==> src/rtl/fetch_unit_if.sv <==
// Bus between the controller/memory side and fetch_unit.
// Breakpoint signals exist only when FETCH_BRK_EN is defined.
interface fetch_unit_if #(
    parameter int AW = 8
);
    // Control and ROM inputs are sampled on the rising clock edge.
    // There is no backpressure: rom_read marks data_in valid for the current
    // addr, and a load happens only in a cycle where rom_read is high.
    logic [1:0]    fetch;
    logic          PC_en;
    logic          ad_sel;
    logic          rom_read;
    logic [7:0]    data_in;
    logic [2:0]    ins;
    logic [4:0]    reg_idx;
    logic [7:0]    operand;
    logic [AW-1:0] pc;
    logic [AW-1:0] addr;
    logic          ir_valid;
    logic [1:0]    fsm_state;
`ifdef FETCH_BRK_EN
    logic [AW-1:0] brk_addr;
    logic          brk_hit;

    modport master (
        output fetch, PC_en, ad_sel, rom_read, data_in, brk_addr,
        input  ins, reg_idx, operand, pc, addr, ir_valid, fsm_state, brk_hit
    );
    modport slave (
        input  fetch, PC_en, ad_sel, rom_read, data_in, brk_addr,
        output ins, reg_idx, operand, pc, addr, ir_valid, fsm_state, brk_hit
    );
`else
    modport master (
        output fetch, PC_en, ad_sel, rom_read, data_in,
        input  ins, reg_idx, operand, pc, addr, ir_valid, fsm_state
    );
    modport slave (
        input  fetch, PC_en, ad_sel, rom_read, data_in,
        output ins, reg_idx, operand, pc, addr, ir_valid, fsm_state
    );
`endif
endinterface

==> src/rtl/fetch_unit.sv <==
// Program counter, address mux and two-byte instruction register.
// Optional breakpoint comparator is enabled with the FETCH_BRK_EN macro.
module fetch_unit #(
    parameter int AW = 8
) (
    input logic         clk,
    input logic         rst,
    fetch_unit_if.slave bus
);
    typedef enum logic [1:0] {
        WAIT_OP  = 2'd0,
        HAVE_OP  = 2'd1,
        HAVE_ALL = 2'd2
    } state_t;

    state_t        state_q;
    logic [AW-1:0] pc_q;
    logic [AW-1:0] pc_d;
    logic [2:0]    ins_q;
    logic [4:0]    reg_idx_q;
    logic [7:0]    operand_q;
    logic          ir_valid_q;
    logic          op_load;
    logic          opd_load;
    logic [2:0]    op_bits;
`ifdef FETCH_BRK_EN
    logic          brk_hit_q;
`endif

    always_comb begin
        // fetch=01 with ad_sel=1 is a register-file data load, not an opcode.
        op_load  = (bus.fetch == 2'b01) && !bus.ad_sel && bus.rom_read;
        opd_load = (bus.fetch == 2'b10) && bus.rom_read && (state_q == HAVE_OP);
        pc_d     = bus.PC_en ? pc_q + AW'(1) : pc_q;
        op_bits  = bus.data_in[7:5];
`ifdef FETCH_BRK_EN
        if (pc_q == bus.brk_addr) begin
            op_bits = 3'b111;
        end
`endif
    end

    always_ff @(posedge clk or negedge rst) begin
        if (!rst) begin
            state_q    <= WAIT_OP;
            pc_q       <= '0;
            ins_q      <= 3'b000;
            reg_idx_q  <= 5'd0;
            operand_q  <= 8'h00;
            ir_valid_q <= 1'b0;
`ifdef FETCH_BRK_EN
            brk_hit_q  <= 1'b0;
`endif
        end else begin
            pc_q <= pc_d;
            if (op_load) begin
                ins_q      <= op_bits;
                reg_idx_q  <= bus.data_in[4:0];
                operand_q  <= 8'h00;
                ir_valid_q <= 1'b0;
                state_q    <= HAVE_OP;
`ifdef FETCH_BRK_EN
                if (pc_q == bus.brk_addr) begin
                    brk_hit_q <= 1'b1;
                end
`endif
            end else if (opd_load) begin
                operand_q  <= bus.data_in;
                ir_valid_q <= 1'b1;
                state_q    <= HAVE_ALL;
            end
        end
    end

    assign bus.ins       = ins_q;
    assign bus.reg_idx   = reg_idx_q;
    assign bus.operand   = operand_q;
    assign bus.pc        = pc_q;
    assign bus.addr      = bus.ad_sel ? operand_q[AW-1:0] : pc_q;
    assign bus.ir_valid  = ir_valid_q;
    assign bus.fsm_state = state_q;
`ifdef FETCH_BRK_EN
    assign bus.brk_hit   = brk_hit_q;
`endif
endmodule

==> src/flat_wrapper.sv <==
// flat-port wrapper written by rule: the top's interface ports become plain ports
module fetch_unit_flat 
#(
    parameter int AW = 8
)
  (clk, rst, bus_fetch, bus_PC_en, bus_ad_sel, bus_rom_read, bus_data_in, bus_ins, bus_reg_idx, bus_operand, bus_pc, bus_addr, bus_ir_valid, bus_fsm_state);
  fetch_unit_if #(.AW(AW)) bus_i ();
  input logic clk;
  input logic rst;
  input wire logic [$bits(bus_i.fetch)-1:0] bus_fetch;
  input wire logic [$bits(bus_i.PC_en)-1:0] bus_PC_en;
  input wire logic [$bits(bus_i.ad_sel)-1:0] bus_ad_sel;
  input wire logic [$bits(bus_i.rom_read)-1:0] bus_rom_read;
  input wire logic [$bits(bus_i.data_in)-1:0] bus_data_in;
  output wire logic [$bits(bus_i.ins)-1:0] bus_ins;
  output wire logic [$bits(bus_i.reg_idx)-1:0] bus_reg_idx;
  output wire logic [$bits(bus_i.operand)-1:0] bus_operand;
  output wire logic [$bits(bus_i.pc)-1:0] bus_pc;
  output wire logic [$bits(bus_i.addr)-1:0] bus_addr;
  output wire logic [$bits(bus_i.ir_valid)-1:0] bus_ir_valid;
  output wire logic [$bits(bus_i.fsm_state)-1:0] bus_fsm_state;
  assign bus_i.fetch = bus_fetch;
  assign bus_i.PC_en = bus_PC_en;
  assign bus_i.ad_sel = bus_ad_sel;
  assign bus_i.rom_read = bus_rom_read;
  assign bus_i.data_in = bus_data_in;
  assign bus_ins = bus_i.ins;
  assign bus_reg_idx = bus_i.reg_idx;
  assign bus_operand = bus_i.operand;
  assign bus_pc = bus_i.pc;
  assign bus_addr = bus_i.addr;
  assign bus_ir_valid = bus_i.ir_valid;
  assign bus_fsm_state = bus_i.fsm_state;
  fetch_unit #(.AW(AW)) u_core (.clk(clk), .rst(rst), .bus(bus_i));
endmodule
==> config.mk <==
export PLATFORM = sky130hd
export DESIGN_NAME = fetch_unit_flat
export DESIGN_NICKNAME = d
export VERILOG_FILES = /design/src/rtl/fetch_unit_if.sv /design/src/rtl/fetch_unit.sv /design/src/flat_wrapper.sv
export SDC_FILE = /design/constraint.sdc
export NUM_CORES = 1
export LEC_CHECK = 0
export BUFFER_PORTS_ARGS = -buffer_cell sky130_fd_sc_hd__buf_4
export CAP_MARGIN = 10
export CORE_MARGIN = 2
export CORE_UTILIZATION = 42
export DETAILED_ROUTE_END_ITERATION = 12
export PLACE_DENSITY_LB_ADDON = 0.08
export SLEW_MARGIN = 0
export SYNTH_ARGS = -nofsm -noshare
export SYNTH_HDL_FRONTEND = slang
export SYNTH_SLANG_ARGS = --single-unit
==> constraint.sdc <==
create_clock -name clk -period 1.29 [get_ports clk]
set_input_delay 0.1935 -clock clk [delete_from_list [all_inputs] [get_ports clk]]
set_output_delay 0.1935 -clock clk [all_outputs]
set_load 0.01 [all_outputs]
Word-level counts from Yosys, hierarchy flattened:

Index checks and enable logic that the tools add are counted.

* register bits after elaboration: 27
* output and inout bits: 35
* word-level logic and storage cells: 23

* $add $sub $neg: 1
* equality and inequality tests: 3
* reduce and logical (&&, ||, !) cells: 6
* multiplexer cells: 7

Operators by type and width (count)
* 8-bit two-way mux: 3
* 8-bit by 1-bit adder with 8-bit output (second input constant): 1
* 2-bit by 1-bit equality test with 1-bit output (second input constant): 2
* 1-bit logical AND: 4
* 2-bit two-way mux: 2
* 2-bit equality test (second input constant): 1
* 1-bit two-way mux: 2
* 2-bit nonzero test: 1
* 1-bit logical NOT: 1

Longest topological paths before layout:

* depth after elaboration: 5
* gate-level depth with buffers: 5
* mapped depth without buffers: 3

Worst setup path before layout:

Ideal clock, no wire load.

* path type: register to register
* start point: register u_core.state_q[0] (netlist: u_core.bus.fsm_state[0])
* end point: register u_core.operand_q[0] (netlist: u_core.bus.operand[0])
* slack: -42 ps
* library setup time: 125 ps
* clock period less this slack: 1332 ps
* stages on the path, launching flop included: 5
* data arrival time: 1207 ps
* cell sequence: dfrtp_1 > and3b_1 > and3b_1 > buf_2 > mux2_2

* word-level cells in the longest chain between the ends: 3

RTL lines
* start, declared: line fetch_unit.sv:16 `state_t state_q;`
* start signal, assigned: line fetch_unit.sv:45 `state_q <= WAIT_OP;`
* start signal, assigned: line fetch_unit.sv:61 `state_q <= HAVE_OP;`
* start signal, assigned: line fetch_unit.sv:70 `state_q <= HAVE_ALL;`
* 2-bit by 1-bit equality test with 1-bit output: line fetch_unit.sv:33 `opd_load = (bus.fetch == 2'b10) && bus.rom_read && (state_q == HAVE_OP);`
* 1-bit logical AND: line fetch_unit.sv:33
* 2-bit nonzero test (no source line)
* end signal, assigned: line fetch_unit.sv:68 `operand_q <= bus.data_in;`
* end, declared: line fetch_unit.sv:21 `logic [7:0] operand_q;`

Every way passes these cells.
A chain may end at the register's enable or synchronous reset.

Worst setup path in the final report:

* start point: register u_core.pc_q[3] (netlist: u_core.bus.pc[3])
* end point: output port bus_addr[3]

* word-level cells in the longest chain between the ends: 1

RTL lines
* start, declared: line fetch_unit.sv:17 `logic [AW-1:0] pc_q;`
* start signal, assigned: line fetch_unit.sv:55 `pc_q <= pc_d;`
* 8-bit two-way mux: line fetch_unit.sv:79 `assign bus.addr = bus.ad_sel ? operand_q[AW-1:0] : pc_q;`
* end, declared: line flat_wrapper.sv:19 `output wire logic [$bits(bus_i.addr)-1:0] bus_addr;`

Every way passes these cells.

==> impl_metrics.yaml <==
run_status:
  run_status: "finished with violations"
  failed_checks: "setup timing"
critical_path:
  worst-path-max-fanout: 3
  crit_buf_inv: 1
  timing.critical_path.from_type: "register"
  required_ps: 1100
  critical_path.cell_chain: "mux2_4 -> buf_6"
  path_class: "register to primary output"
  critical_path.endpoint_type: "primary output"
  family_with_the_most_delay_on_the_worst_path: "flip-flops"
  slowest_delay_ps: 430
  critPathArrivalTime_ps: 1160
  critical-path-slowest-cell: "sky130_fd_sc_hd__dfrtp_1"
place:
  preCtsSetupSlack_ps: -31.1
  dp_hpwl_um: 1940
  gpl.final_weighted_congestion: 0.703
  numPortBuffers: 49
cts:
  ctsLongestPathBuffers: 2
  cts_made_buffers: 3
  cts_max_level: 1
  clock_tree_from_tritoncts: "built"
  clock_transition_at_path_regs_ps: 140
  clk-insertion-delay-late_ps: 320
  clock_sinks: 26
  cts.root.buffer_cell: "sky130_fd_sc_hd__clkbuf_4"
routing:
  drc: 0
  post_drt_wl_per_cell_um: 14.6
  via_count: 960
  final_antenna_net_count: 0
  length_of_the_first_detailed_routing_pass_in_iterations: 3
  detail_route.wirelength_um: 2830
  routed_via_density: 4.95
  detailedRoute.firstIterationViolations: 9
power_and_ir_drop:
  p_sw_share_pct: 30.9
  total_power_w: 0.00304
  power_switching_w: 0.000938
  static-leakage-power_nw: 0.992
  cell_internal_pwr_w: 0.00210
  share_clk_of_total_power_pct: 13.6
  vdd.ir_drop.worst_uv: 1190
  power.combinational.fraction_pct: 48.8
  power.density_cell_area_nw_per_um2: 1590
  power.share.sequential_pct: 37.5
timing:
  finalClockSkew_ps: 1.37
  slew_headroom_pct: 77.3
  worst_hold_margin_ps: 74.1
  grt_setup_unrepaired: "true"
  finalWorstPathRequiredPeriod_ps: 1350
  setup_slack_ps: -65.0
  drv_slew: 0
  final_hold_viol_count: 0
  worst-slew-pin-transition_ps: 341
  fmaxAchievable_mhz: 738
  post-route-period-util_pct: 105
  setup-tns-final_ps: -472
  setup-violations-final: 13
global_route:
  grt_start_max_net_pins: 27
  grt_antenna_before_repair: 0
  grt_pass1_vias: 1001
  track_usage_pct: 18.0
  gr-total-overflow: 0
  grt_pass1_wl_um: 4550
synth:
  syn_area_um2: 1200
  synth.yosys.seq_area_share_pct: 54.1
  syn_area_per_cell_um2: 13.7
  ys.warnings.count: 0
  yosysTopAreaCellShare_pct: 54.1
  ys_seq_elements: 26
  netlist.top_cell.by_area: "sky130_fd_sc_hd__dfrtp_1"
  syn_nets: 104
  yosys.cell_types.count: 19
  netlist_instances: 88
  synth.top_cells.by_area: "sky130_fd_sc_hd__dfrtp_1 (54%), sky130_fd_sc_hd__mux2_2 (23%), sky130_fd_sc_hd__xnor2_1 (4.4%)"
die:
  vertical_die_dimension_um: 57.5
  floorplan.die.width_um: 57.5
  design.die.area_um2: 3310
  design.core.area_um2: 2730
  initial_cell_density_of_the_core_pct: 44.0
  io-pin-count: 50
  core.rowCount: 19
cells_and_area:
  final_net_count: 180
  seq_area_um2: 651
  nFillCells: 222
  multi_input_gate_area_in_the_final_layout_um2: 561
  antennaDiodeCount: 0
  area_delta_synth_final_pct: 58.3
  final_layout_size_suffix_gt1_share_pct: 64.4
  final_core_utilization_pct: 69.7
min_path:
  worst_hold_path_type: "input port to register"
flow_run:
  max_cap_violations: 0
## power groups by stage
stage	Clock, W	Sequential [W]	Combinational [W]
2_1_floorplan	0	0.00129	0.000410
3_3_place_gp	0	0.00122	0.00107
3_5_place_dp	0	0.00123	0.00109
4_1_cts	0.000432	0.00114	0.00140
5_1_grt	0.000458	0.00117	0.00161
6_report	0.000414	0.00114	0.00148
## flip-flops by register name, summed over array words and instances (netlist names)
register              count
u_core.bus.fsm_state      2
u_core.bus.ins            3
u_core.bus.operand        8
u_core.bus.pc             8
u_core.bus.reg_idx        5
## what timing repair did
action                                 4_1_cts  5_1_grt
resized for setup                           15        9
setup endpoints to repair                   16       17
pin swaps                                    2        1
setup buffers                               12        3
endpoints found under the hold margin       26        0
hold buffers                                 1        0
## cell usage after synthesis, drive strengths merged
cell / count
and2b: 3
and3: 2
and3b: 2
and4bb: 1
buf: 4
dfrtp: 26
ha: 1
inv: 1
mux2: 25
nand2: 5
nand4: 3
nor2b: 5
o21ai: 2
o21bai: 1
xnor2: 6
xor2: 1
## layer usage
layer,wire length [um],share of wire (%),GRT usage (%),vias to the layer above
met5,0,0,0,-
met4,29,1.0,4.98,0
met3,173,6.1,3.63,4
met2,1390,49,31.7,34
met1,1230,44,22.4,468
li1,-,-,-,454
## stage by stage
step                      cells  instance area, um^2
after global routing        194                 1910
final                       194                 1910
after detailed placement    174                 1660
after CTS                   191                 1850
after global placement      174                 1660
after floorplan              88                 1210
## layout by cell type, fill, tap and decap left out, drive strengths merged
cell	netlist	final
buf	4	74
dfrtp	26	26
mux2	25	25
xnor2	6	6
nor2b	5	5
nand2	5	5
clkbuf	0	4
and2b	3	3
nand4	3	3
and3	2	2
o21ai	2	2
and3b	2	2
and4bb	1	1
xor2	1	1
inv	1	1
o21bai	1	1
ha	1	1
dlygate4sd3	0	1
## path summary, 6_finish.rpt
check                      cells after the start                 endpoint               startpoint  slack (ps)
setup reg to reg                               4    u_core.bus.operand[0]  u_core.bus.fsm_state[0]         -40
hold / removal                                 2         u_core.bus.pc[0]                bus_PC_en          70
hold reg to reg                                1    u_core.bus.reg_idx[1]    u_core.bus.reg_idx[1]         520
setup / recovery                               2              bus_addr[3]         u_core.bus.pc[3]         -60
max in group asynchronous                      2    u_core.bus.reg_idx[2]                      rst         740
min in group asynchronous                      2  u_core.bus.fsm_state[0]                      rst         290
## final cells by class
cell class / count / share of cell area, %
Multi-Input combinational cell: 57 / 29.4
Clock buffer: 4 / 1.90
Sequential cell: 26 / 34.1
Tap cell: 31 / 2.04
Timing Repair Buffer: 75 / 32.3
Inverter: 1 / 0.197
## cells by family after synthesis
group	count (synthesis)	synth area share (%)
AOI/OAI and AO/OA	3	1.46
xor gates and xnor gates	7	5.09
adders and majority gates	1	1.04
buffers and inverters	5	3.53
DFF	26	54.1
muxes	25	23.4
and+or+nand+nor	21	11.4
Power figures use the tool's default switching activity.
